### config.mk
export PLATFORM = sky130hd
export DESIGN_NAME = interrupt_controller_flat
export DESIGN_NICKNAME = d
export VERILOG_FILES = /design/src/rtl/atmega_irq_pkg.sv /design/src/rtl/interrupt_controller_if.sv /design/src/rtl/irq_priority_encoder.sv /design/src/rtl/interrupt_controller.sv /design/src/flat_wrapper.sv
export SDC_FILE = /design/constraint.sdc
export NUM_CORES = 1
export LEC_CHECK = 0
export ABC_AREA = 0
export BUFFER_PORTS_ARGS = -buffer_cell sky130_fd_sc_hd__buf_2
export CORE_MARGIN = 2
export CORE_UTILIZATION = 51
export CTS_CLUSTER_DIAMETER = 40
export DETAILED_ROUTE_END_ITERATION = 6
export GPL_TIMING_DRIVEN = 1
export PLACE_DENSITY = 0.8
export SLEW_MARGIN = 20
export SYNTH_ARGS = -nofsm -noshare
export SYNTH_HDL_FRONTEND = slang
export SYNTH_HIERARCHICAL = 1
export SYNTH_SLANG_ARGS = --single-unit
### constraint.sdc
create_clock -name clk -period 1.7 [get_ports clk]
set_input_delay 0.51 -clock clk [delete_from_list [all_inputs] [get_ports clk]]
set_output_delay 0.51 -clock clk [all_outputs]
set_load 0.02 [all_outputs]
### src/rtl/atmega_irq_pkg.sv
// Shared types and constants for the ATmega32A-style interrupt controller.
package atmega_irq_pkg;

   typedef enum logic [1:0] {
      IDLE    = 2'd0,
      PEND    = 2'd1,
      SERVICE = 2'd2,
      HOLDOFF = 2'd3
   } irq_state_t;

   localparam int TIFR_TOV0  = 0;
   localparam int TIFR_OCF0  = 1;
   localparam int TIFR_TOV1  = 2;
   localparam int TIFR_OCF1B = 3;
   localparam int TIFR_OCF1A = 4;
   localparam int TIFR_ICF1  = 5;
   localparam int TIFR_TOV2  = 6;
   localparam int TIFR_OCF2  = 7;

   // External sources sit above the timer bits in the joint pending word.
   localparam int SRC_INT1 = 8;
   localparam int SRC_INT0 = 9;

   localparam logic [13:0] VEC_INT0       = 14'h002;
   localparam logic [13:0] VEC_INT1       = 14'h004;
   localparam logic [13:0] VEC_TIMER_BASE = 14'h008;

endpackage

### src/rtl/interrupt_controller_if.sv
// Handshake between the interrupt controller (master) and the control unit (slave).
interface interrupt_controller_if #(parameter int PC_W = 14);
   logic            boundary_i;
   logic            ack_i;
   logic            reti_i;
   logic            irq_req_o;
   logic [PC_W-1:0] vector_o;
   logic            clr_i_bit_o;
   logic            in_service_o;

   modport master (
      input  boundary_i, ack_i, reti_i,
      output irq_req_o, vector_o, clr_i_bit_o, in_service_o
   );

   modport slave (
      output boundary_i, ack_i, reti_i,
      input  irq_req_o, vector_o, clr_i_bit_o, in_service_o
   );
endinterface

### src/rtl/irq_priority_encoder.sv
// Fixed-priority pick over {INT0,INT1,TIFR[7:0]}; highest set bit wins.
module irq_priority_encoder
   import atmega_irq_pkg::*;
#(
   parameter int              PC_W     = 14,
   parameter logic [PC_W-1:0] VEC_BASE = PC_W'(VEC_TIMER_BASE)
) (
   input  logic [9:0]      pend_i,
   output logic            valid_o,
   output logic [3:0]      idx_o,
   output logic [PC_W-1:0] vec_o
);
   logic [2:0] idx_inv;

   always_comb begin
      valid_o = 1'b0;
      idx_o   = 4'd0;
      for (int i = 0; i < 10; i++) begin
         if (pend_i[i]) begin
            valid_o = 1'b1;
            idx_o   = 4'(i);
         end
      end
      idx_inv = 3'd7 - idx_o[2:0];
      if (idx_o == 4'(SRC_INT0))
         vec_o = PC_W'(VEC_INT0);
      else if (idx_o == 4'(SRC_INT1))
         vec_o = PC_W'(VEC_INT1);
      else
         vec_o = VEC_BASE + PC_W'({idx_inv, 1'b0});
   end
endmodule

### src/rtl/interrupt_controller.sv
// Interrupt entry sequencer: arbitrate, request, clear flag on ack, track ISR to RETI.
// Optional external INT0/INT1 sources: INTERRUPT_CONTROLLER_EXT_INT_EN.
module interrupt_controller
   import atmega_irq_pkg::*;
#(
   parameter int              PC_W     = 14,
   parameter logic [PC_W-1:0] VEC_BASE = PC_W'(VEC_TIMER_BASE)
) (
   input  logic       clk,
   input  logic       clr_n,
   input  logic [7:0] tifr_i,
   input  logic [7:0] timsk_i,
   input  logic       i_bit_i,
`ifdef INTERRUPT_CONTROLLER_EXT_INT_EN
   input  logic [1:0] int_pin_i,
   input  logic [1:0] gicr_i,
   output logic [1:0] intf_o,
`endif
   output logic [7:0] tifr_clr_o,
   interrupt_controller_if.master bus
);
   irq_state_t      state_q, state_d;
   logic [3:0]      idx_q, idx_d;
   logic [PC_W-1:0] vec_q, vec_d;
   logic [7:0]      clr_q, clr_d;
   logic            clri_q, clri_d;
   logic [1:0]      ext_pend;
   logic [9:0]      pend_all;
   logic            enc_valid;
   logic [3:0]      enc_idx;
   logic [PC_W-1:0] enc_vec;

`ifdef INTERRUPT_CONTROLLER_EXT_INT_EN
   logic [1:0] s1_q, s2_q, s3_q, intf_q, intf_d, rise, ext_clr;

   assign rise    = s2_q & ~s3_q;
   assign ext_clr = {(state_q == PEND) && bus.ack_i && (idx_q == 4'(SRC_INT1)),
                     (state_q == PEND) && bus.ack_i && (idx_q == 4'(SRC_INT0))};
   // A fresh edge in the acceptance cycle keeps the flag set.
   assign intf_d   = (intf_q & ~ext_clr) | rise;
   assign ext_pend = {intf_q[0] & gicr_i[0], intf_q[1] & gicr_i[1]};
   assign intf_o   = intf_q;

   always_ff @(posedge clk or negedge clr_n) begin
      if (!clr_n) begin
         s1_q   <= 2'b00;
         s2_q   <= 2'b00;
         s3_q   <= 2'b00;
         intf_q <= 2'b00;
      end else begin
         s1_q   <= int_pin_i;
         s2_q   <= s1_q;
         s3_q   <= s2_q;
         intf_q <= intf_d;
      end
   end
`else
   assign ext_pend = 2'b00;
`endif

   assign pend_all = {ext_pend, tifr_i & timsk_i};

   irq_priority_encoder #(.PC_W(PC_W), .VEC_BASE(VEC_BASE)) u_enc (
      .pend_i  (pend_all),
      .valid_o (enc_valid),
      .idx_o   (enc_idx),
      .vec_o   (enc_vec)
   );

   always_comb begin
      state_d = state_q;
      idx_d   = idx_q;
      vec_d   = vec_q;
      clr_d   = 8'h00;
      clri_d  = 1'b0;
      case (state_q)
         IDLE: begin
            if (bus.boundary_i && i_bit_i && enc_valid) begin
               idx_d   = enc_idx;
               vec_d   = enc_vec;
               state_d = PEND;
            end
         end
         PEND: begin
            if (bus.ack_i) begin
               state_d = SERVICE;
               clri_d  = 1'b1;
               if (!idx_q[3]) clr_d[idx_q[2:0]] = 1'b1;
            end else if (!i_bit_i || !pend_all[idx_q]) begin
               state_d = IDLE;
            end
         end
         SERVICE: if (bus.reti_i) state_d = HOLDOFF;
         HOLDOFF: if (bus.boundary_i) state_d = IDLE;
         default: state_d = IDLE;
      endcase
   end

   always_ff @(posedge clk or negedge clr_n) begin
      if (!clr_n) begin
         state_q <= IDLE;
         idx_q   <= 4'd0;
         vec_q   <= '0;
         clr_q   <= 8'h00;
         clri_q  <= 1'b0;
      end else begin
         state_q <= state_d;
         idx_q   <= idx_d;
         vec_q   <= vec_d;
         clr_q   <= clr_d;
         clri_q  <= clri_d;
      end
   end

   assign bus.irq_req_o    = (state_q == PEND);
   assign bus.vector_o     = vec_q;
   assign bus.clr_i_bit_o  = clri_q;
   assign bus.in_service_o = (state_q == SERVICE);
   assign tifr_clr_o       = clr_q;
endmodule
### src/flat_wrapper.sv
// flat-port wrapper written by rule: the top's interface ports become plain ports
module interrupt_controller_flat import atmega_irq_pkg::*;
#(
   parameter int              PC_W     = 14,
   parameter logic [PC_W-1:0] VEC_BASE = PC_W'(VEC_TIMER_BASE)
)
  (clk, clr_n, tifr_i, timsk_i, i_bit_i, tifr_clr_o, bus_boundary_i, bus_ack_i, bus_reti_i, bus_irq_req_o, bus_vector_o, bus_clr_i_bit_o, bus_in_service_o);
  interrupt_controller_if #(.PC_W(PC_W)) bus_i ();
  input  logic clk;
  input  logic clr_n;
  input  logic [7:0] tifr_i;
  input  logic [7:0] timsk_i;
  input  logic i_bit_i;
  output logic [7:0] tifr_clr_o;
  input wire logic [$bits(bus_i.boundary_i)-1:0] bus_boundary_i;
  input wire logic [$bits(bus_i.ack_i)-1:0] bus_ack_i;
  input wire logic [$bits(bus_i.reti_i)-1:0] bus_reti_i;
  output wire logic [$bits(bus_i.irq_req_o)-1:0] bus_irq_req_o;
  output wire logic [$bits(bus_i.vector_o)-1:0] bus_vector_o;
  output wire logic [$bits(bus_i.clr_i_bit_o)-1:0] bus_clr_i_bit_o;
  output wire logic [$bits(bus_i.in_service_o)-1:0] bus_in_service_o;
  assign bus_i.boundary_i = bus_boundary_i;
  assign bus_i.ack_i = bus_ack_i;
  assign bus_i.reti_i = bus_reti_i;
  assign bus_irq_req_o = bus_i.irq_req_o;
  assign bus_vector_o = bus_i.vector_o;
  assign bus_clr_i_bit_o = bus_i.clr_i_bit_o;
  assign bus_in_service_o = bus_i.in_service_o;
  interrupt_controller #(.PC_W(PC_W), .VEC_BASE(VEC_BASE)) u_core (.clk(clk), .clr_n(clr_n), .tifr_i(tifr_i), .timsk_i(timsk_i), .i_bit_i(i_bit_i), .tifr_clr_o(tifr_clr_o), .bus(bus_i));
endmodule
==> results.json <==
{
  "htree_levels": 2,
  "cp_cell_sequence": "buf_6, and2_4, nor4_4, nor2b_4, nand3_2, nand4b_4, nor2_4, mux2_4",
  "grtUsageTotal_pct": 20.7,
  "synthCells": 127,
  "num_vias": 1166,
  "nFillCells": 201,
  "fin_ws_ns": 0.0348,
  "gp_congestion": 0.821,
  "crit_path_top_delay_cell": "mux2_4",
  "cts_made_buffers": 5,
  "status": "finished clean",
  "setup_viol": 0,
  "cp.buffers_inverters": 1,
  "drv_slew": 0,
  "slew_headroom_pct": 59.7,
  "tightest_slew_ns": 0.605,
  "synth_edf_count": 0,
  "wl_per_cell_um": 13.4,
  "fin_skew_ns": 0.0125,
  "cts_tree": "yes",
  "dieArea_sq_mm": 0.00327,
  "hold_path.class": "input pin to async pin",
  "period_share_pct": 98.0,
  "diodes": 0,
  "cp_data_arrival_time_ns": 1.88,
  "first_global_vias": 1083,
  "critPathKind": "input pin to register",
  "cts.sinks": 29,
  "nets": 224,
  "peakVddDrop_mv": 1.37,
  "io_pins": 47,
  "antenna_found_initial": 0,
  "fin_crit_ns": 1.67,
  "final_util_pct": 71.3,
  "r2r_cells": 4,
  "grt_pass1_wl_um": 4910,
  "cp_top_family": "simple AND/OR/NAND/NOR gates",
  "slowest_delay_ns": 0.30,
  "place_ws_ns": -0.458,
  "p_leak_uw": 0.00103,
  "ys_seq_elements": 29,
  "r2r-end": "u_core/idx_q[3]",
  "portBuffers": 46,
  "ys_async_sr_fraction_pct": 100,
  "power_density_mw_per_mm2": 1480,
  "die-height_um": 57.2,
  "drive_gt1_share_pct": 51.7,
  "stdcell_count": 234,
  "firstDrtPassIters": 6,
  "drtIter0Drc": 43,
  "ys.flop_type": "dfrtp_1",
  "maxCapViolations": 0,
  "synth.distinct_cells": 34,
  "final_hold_viol_count": 0,
  "max_freq_mhz": 601,
  "dp_hpwl_um": 2230,
  "ys_seq_area_share_pct": 50.3,
  "totalWireLength_um": 3130,
  "cp-end-kind": "register",
  "die_x_um": 57.2,
  "core_area_sq_mm": 0.00273,
  "reg2reg_slack_ns": 0.11,
  "crit_path_start_kind": "input pin",
  "rows": 19,
  "clkTransAtPathRegs_ns": 0.09,
  "syn-cell-area_sq_mm": 0.00144,
  "clk_latency_ns": 0.32,
  "via_per_inst": 4.98,
  "final_common_cell": "buf_2",
  "critPathMaxFanout": 5,
  "drc_errors": 0,
  "ant_nets": 0,
  "dp.cells": 220,
  "grt_max_degree": 30,
  "area_delta_synth_final_pct": 35.0,
  "worstPathRequired_ns": 1.91,
  "syn_area_per_cell_sq_um": 11.4,
  "cts.path.max_buffers": 2,
  "ys_warn_count": 6,
  "start_util_pct": 52.8,
  "final_cell_mix": "buf_2 (44), dfrtp_1 (27), conb_1 (19), mux2_2 (17)",
  "grt.overflow.total": 0,
  "root_buffer": "clkbuf_4"
}
## cell families after synthesis
logic type | share of synthesized area, %
flops | 50.3
simple gates | 19.8
buf+inv | 7.54
mux | 14.7
other cells | 0.520
compound gates | 7.19
## per-layer routing
layer / GRT usage [%] / part of all wire [%] / vias to the layer above
met5: 0 / 0 / -
met2: 36.5 / 53 / 50
met1: 23.3 / 39 / 557
li1: - / - / 557
met3: 7.94 / 6.6 / 2
met4: 5.98 / 0.54 / 0
## cell usage after synthesis (2+ instances only)
master,number,area (sq um)
buf_4,11,82.6
o22ai_1,2,12.5
nor3_1,3,15.0
nand2b_1,3,18.8
nand2_1,6,22.5
o21ai_0,2,10.0
a21oi_1,2,10.0
and2_1,7,43.8
and2b_1,2,15.0
a211oi_1,2,15.0
mux2_2,18,203
inv_1,4,15.0
dfrtp_1,29,726
conb_1,2,7.51
nor2_1,15,56.3
## metrics by stage
| step | power, uW | hold slack, ns | instance area, sq um | setup TNS (ns) |
|---|---|---|---|---|
| floorplan | 1860 | 0.214 | 1530 | -2.66 |
| global route | 3060 | 0.214 | 1950 | -0.000343 |
| finish | 2880 | 0.188 | 1950 | 0 |
| detailed placement | 2220 | 0.490 | 1790 | -8.28 |
| CTS | 2870 | 0.211 | 1920 | -0.00622 |
| global placement | 2180 | 0.487 | 1790 | -6.72 |
## how the worst max path moves through the flow
stage	cells past startpoint	slack (ns)	to	startpoint
after floorplan	9	-0.23	u_core/state_q[0]	tifr_i[7]
after global placement	8	-0.36	u_core/bus.vector_o[4]	tifr_i[7]
after detailed placement	8	-0.46	u_core/idx_q[3]	timsk_i[6]
after CTS	2	-0.005	bus_in_service_o	u_core/state_q[0]
after global routing	2	-0.0003	bus_irq_req_o	register
final	8	0.03	u_core/bus.vector_o[4]	timsk_i[4]
## flip-flops by register name, indices dropped and copies added, names as in the netlist, named ones only
signal                  count
u_core/state_q              1
u_core/bus.vector_o        14
u_core/idx_q                4
u_core/bus.clr_i_bit_o      1
u_core/tifr_clr_o           8
## power by group
group / leakage [uW] / internal (uW) / total [uW] / switching [uW]
Sequential: 0.000365 / 932 / 1130 / 194
Clock: 0.0000455 / 351 / 586 / 234
Combinational: 0.000619 / 560 / 1170 / 609
## timing repair
item / 4_1_cts / 5_1_grt
resized for setup: 7 / 2
buffers inserted: 1 / 4
cloned: 1 / 1
setup endpoints to repair: 21 / 5
pin swaps: 1 / 3
hold buffers: 0 / 0
## layout make-up
| cell class | instances | area [sq um] | area share (%) |
|---|---|---|---|
| inverters | 4 | 15.0 | 0.770 |
| well taps | 31 | 38.8 | 1.99 |
| clock buffers | 7 | 55.1 | 2.82 |
| multi-input cells | 101 | 727 | 37.3 |
| repair buffers | 61 | 355 | 18.2 |
| flip-flops and latches | 29 | 728 | 37.4 |
| clock inverters | 1 | 30.0 | 1.54 |
(Power assumes the default switching activity.)
